## config.mk

```make
export PLATFORM = sky130hd
export DESIGN_NAME = exc_status_unit
export DESIGN_NICKNAME = d
export VERILOG_FILES = /design/src/rtl/exc_status_unit.sv
export SDC_FILE = /design/constraint.sdc
export NUM_CORES = 1
export LEC_CHECK = 0
export BUFFER_PORTS_ARGS = -buffer_cell sky130_fd_sc_hd__buf_2
export CAP_MARGIN = 20
export CORE_MARGIN = 2
export CORE_UTILIZATION = 50
export DETAILED_ROUTE_END_ITERATION = 12
export GPL_TIMING_DRIVEN = 0
export MAX_ROUTING_LAYER = met4
export PLACE_DENSITY = 0.84
export SLEW_MARGIN = 0
export SYNTH_ARGS = -nofsm -noshare
export SYNTH_HDL_FRONTEND = slang
export SYNTH_SLANG_ARGS = --single-unit
```

## constraint.sdc

```tcl
create_clock -name clk -period 1.4 [get_ports clk]
set_input_delay 0 -clock clk [delete_from_list [all_inputs] [get_ports clk]]
set_output_delay 0 -clock clk [all_outputs]
set_load 0.005 [all_outputs]
```

## src/rtl/exc_status_unit.sv

```systemverilog
// exc_status_unit: sticky exception flags, cause priority encoder, EPC register
// and deferred retire of serviced causes for the single-cycle MIPS core.
module exc_status_unit #(
  parameter logic [31:0] VEC_BASE  = 32'h0000_0100,
  parameter int          VEC_SHIFT = 4
) (
  input  logic        clk,
  input  logic        rst_n,
  input  logic        syscall_i,
  input  logic        invalid_i,
  input  logic        overflow_i,
  input  logic        ext_int_i,
  input  logic        exdone_i,
  input  logic        syscall_clear_i,
  input  logic        invalid_clear_i,
  input  logic        overflow_clear_i,
  input  logic        extint_clear_i,
  input  logic        in_handler_i,
  input  logic        epc_we_i,
  input  logic        epc_re_i,
  input  logic [31:0] pc_in_i,
  output logic [31:0] epc_o,
  output logic [1:0]  id_o,
  output logic        int_signal_o,
  output logic [3:0]  pending_o
);
  logic [3:0]  pending_q, pending_d, clr_q, clr_d;
  logic [31:0] saved_pc_q, saved_pc_d;
  logic        done_q, done_d, consume;
  always_comb begin
    consume    = done_q & ~in_handler_i;
    // a raw request on the retiring edge re-sets its flag, so no event is lost
    pending_d  = {ext_int_i, overflow_i, invalid_i, syscall_i}
               | (pending_q & ~(consume ? clr_q : 4'b0000));
    done_d     = exdone_i ? 1'b1 : (consume ? 1'b0 : done_q);
    clr_d      = exdone_i ? {extint_clear_i, overflow_clear_i, invalid_clear_i, syscall_clear_i}
                          : (consume ? 4'b0000 : clr_q);
    saved_pc_d = epc_we_i ? pc_in_i : saved_pc_q;
  end
  always_ff @(posedge clk or negedge rst_n) begin
    if (!rst_n) begin
      pending_q  <= '0;
      clr_q      <= '0;
      done_q     <= 1'b0;
      saved_pc_q <= '0;
    end else begin
      pending_q  <= pending_d;
      clr_q      <= clr_d;
      done_q     <= done_d;
      saved_pc_q <= saved_pc_d;
    end
  end
  always_comb begin
    pending_o    = pending_q;
    int_signal_o = |pending_q;
    id_o         = pending_q[0] ? 2'd0 : pending_q[1] ? 2'd1 : pending_q[2] ? 2'd2
                 : pending_q[3] ? 2'd3 : 2'd0;
    epc_o        = epc_re_i ? saved_pc_q : VEC_BASE + ({30'd0, id_o} << VEC_SHIFT);
  end
endmodule

```

==> impl_metrics.env <==
export IMPL_die_h_um=66.3
export IMPL_io_buffer_count=82
export IMPL_r2r_start="done_q"
export IMPL_hold_path_class="in2reg"
export IMPL_synth_top_area_frac=0.529
export IMPL_ys_flop_type="dfrtp_1"
export IMPL_status="finished, final reports clean"
export IMPL_finalClockSkew_ns=0.000744
export IMPL_synth_area_leaders="dfrtp_1 (53%), mux2_4 (23%), and2_1 (9.3%)"
export IMPL_crit_path_cell_trace="nor2_2, nor3_2, mux2_2, buf_2"
export IMPL_postLayoutCellArea_um2=2910
export IMPL_antenna_found_initial=0
export IMPL_root_buffer="clkbuf_8"
export IMPL_ff2ff_setup_slack_ns=0.45
export IMPL_io_pins=85
export IMPL_synth_top_family_by_area="multiplexers"
export IMPL_ys_ff_latch=41
export IMPL_clk_path_buf_depth=2
export IMPL_required_ns=1.40
export IMPL_vias=1554
export IMPL_syn_avg_cell_area_um2=13.5
export IMPL_placed_cell_area_um2=2410
export IMPL_cp_start_kind="register"
export IMPL_fill_cells=215
export IMPL_drtPass1Iterations=4
export IMPL_power_density_nw_per_um2=906
export IMPL_ys_seq_area_frac=0.529
export IMPL_cp_max_fo=4
export IMPL_drt_total_wl_um=4960
export IMPL_place_gp_congestion=0.803
export IMPL_arrival_ns=1.30
export IMPL_crit_start="pending_o[3]"
export IMPL_yosys_warnings=0
export IMPL_final_max_slew_violation_count=0
export IMPL_cts_htree_levels=2
export IMPL_crit_end="epc_o[5]"
export IMPL_worstMarginPinSlew_ns=0.886
export IMPL_grt_pass1_wl_um=7740
export IMPL_grt_remaining_overflow=0
export IMPL_synth_xor_area_frac=0
export IMPL_syn_inst=144
export IMPL_die_w_um=66.3
export IMPL_grt_pass1_vias=1639
export IMPL_leakagePower_nw=1.48
export IMPL_post_route_min_period_ns=1.30
export IMPL_setup_viol=0
export IMPL_hpwl_um=2930
export IMPL_cts_sinks=41
export IMPL_ff2ff_path_depth=3
export IMPL_ant_nets=0
export IMPL_synth_area_um2=1940
export IMPL_synthMuxAreaShare=0.250
export IMPL_final_cells=322
export IMPL_fmax_mhz=767
export IMPL_yosysUniqueCellTypes=18
export IMPL_rsz0062_at_grt="false"
export IMPL_synth_compound_area_frac=0.0348
export IMPL_postCtsSetupBuffers=0
export IMPL_drv_cap=0
export IMPL_cts_tree="done"
export IMPL_clk_latency_ns=0.29
export IMPL_crit_type="reg2out"
export IMPL_synth_fa_ha_area_frac=0
export IMPL_vias_per_cell=4.83
export IMPL_yosys_area_share_simple=0.141
export IMPL_cp_slowest_cell="dfrtp_1"
export IMPL_path_clk_slew_ns=0.07
export IMPL_synthesis_nets=190
export IMPL_synth_top_area_cell="dfrtp_1"
export IMPL_drive_gt1_frac=0.464
export IMPL_drc=0
export IMPL_slew_headroom=0.409
export IMPL_holdPathStages=2
export IMPL_final_hold_violation_count=0
export IMPL_synth_most_common_cell="dfrtp_1"
export IMPL_start_util=0.526
export IMPL_cts_buffers_inserted=5
export IMPL_async_flop_share=1.00
export IMPL_finalNetCount=321
export IMPL_die_area_um2=4400
export IMPL_critPathMaxStageDelay_ns=0.43
export IMPL_drt_iter0_markers=80
export IMPL_finalSetupTns_ns=0
export IMPL_min_period_over_period=0.932
export IMPL_regToRegEndpoint="pending_o[2]"
export IMPL_endpoint_kind="primary output"
export IMPL_area_delta_synth_final_pct=50.1
export IMPL_row_count=22
export IMPL_wire_per_inst_um=15.4
export IMPL_globalRouteTotalUtil=0.249
export IMPL_core_area_um2=3690
export IMPL_min_from="epc_we_i"
export IMPL_synth_edf_count=0
export IMPL_p_total_mw=2.64
export IMPL_peakVddDrop_mv=0.710
export IMPL_place_inst=274
export IMPL_yosys_top_cells_count="dfrtp_1 (41), mux2_4 (30), and2_1 (29), nand2_1 (13)"
export IMPL_grt_max_degree=42
export IMPL_n_antenna_cell=0
==> per-layer routing <==
layer,global-route usage,vias to the layer above,share of wire
li1,-,730,-
met1,0.266,746,0.39
met2,0.444,68,0.53
met3,0.0698,10,0.059
met4,0.0842,0,0.017
met5,-,-,0
==> registers in the layout, summed over array words and instances (netlist names) <==
name,cells
pending_o,4
saved_pc_q,32
clr_q,4
done_q,1
==> area by class of cell <==
type	instances	area, um2	share of cell area
Timing Repair Buffer	124	831	0.285
Buffer	8	86.3	0.0296
Tap cell	48	60.1	0.0206
Sequential cell	41	1030	0.352
Clock buffer	5	68.8	0.0236
Multi-Input combinational cell	94	832	0.286
Clock inverter	1	5.00	0.00172
Inverter	1	3.75	0.00129
==> power breakdown <==
| part | leakage (nW) | internal [mW] | switching (mW) | total, mW |
|---|---|---|---|---|
| logic | 0.967 | 0.375 | 0.208 | 0.583 |
| registers | 0.473 | 1.30 | 0.0660 | 1.36 |
| clock network | 0.0399 | 0.328 | 0.368 | 0.695 |
| total | 1.48 | 2.00 | 0.642 | 2.64 |
==> worst max-delay path: cells and delay by family, from the launching register on <==
family                 cells  cell delay, ns
buffers and inverters      1            0.13
AND/OR/NAND/NOR            2            0.21
flip-flops                 1            0.43
multiplexers               1            0.26
==> metrics by stage <==
stage	worst slack (ns)	utilization	hold slack (ns)
after global routing	0.0401	0.790	0.00716
after CTS	0.0308	0.788	0.00689
final	0.0956	0.790	0.0140
after floorplan	0.508	-	-0.296
after detailed placement	0.353	0.654	0.175
after global placement	0.334	0.654	0.167
==> how the worst min path moves through the flow <==
| stage | endpoint | slack (ns) |
|---|---|---|
| after floorplan | clr_q[0] | -0.30 |
| after global placement | saved_pc_q[25] | 0.17 |
| after detailed placement | saved_pc_q[27] | 0.17 |
| after CTS | saved_pc_q[24] | 0.007 |
| after global routing | saved_pc_q[24] | 0.007 |
| final | saved_pc_q[24] | 0.01 |
==> kinds of logic after synthesis <==
| family | count (synthesis) |
|---|---|
| mux | 33 |
| buf+inv | 9 |
| simple gates | 50 |
| compound gates | 11 |
| flops | 41 |
==> timing repair <==
| action | in CTS | in global routing |
|---|---|---|
| endpoints found under the setup margin | 0 | 1 |
| hold endpoints to repair | 82 | 0 |
| gates resized for setup | 0 | 2 |
| hold buffers | 42 | 0 |
==> cells in the final DEF, fill, tap and decap left out <==
cell type,netlist,routed
mux2_4,30,30
nand2_1,13,13
dlygate4sd3_1,0,42
clkbuf_8,0,5
clkinv_2,0,1
nor2_2,0,1
nor3_2,0,1
or2_1,1,1
a21o_1,4,4
buf_6,1,1
buf_12,3,3
nor2_1,3,2
inv_1,1,1
nand2b_1,2,2
mux2_2,3,3
o21ai_0,4,4
a21oi_1,2,2
and2b_1,1,1
clkbuf_1,4,4
dfrtp_1,41,41
o31ai_1,1,1
and2_1,29,29
buf_2,0,82
(Power assumes the default switching activity.)
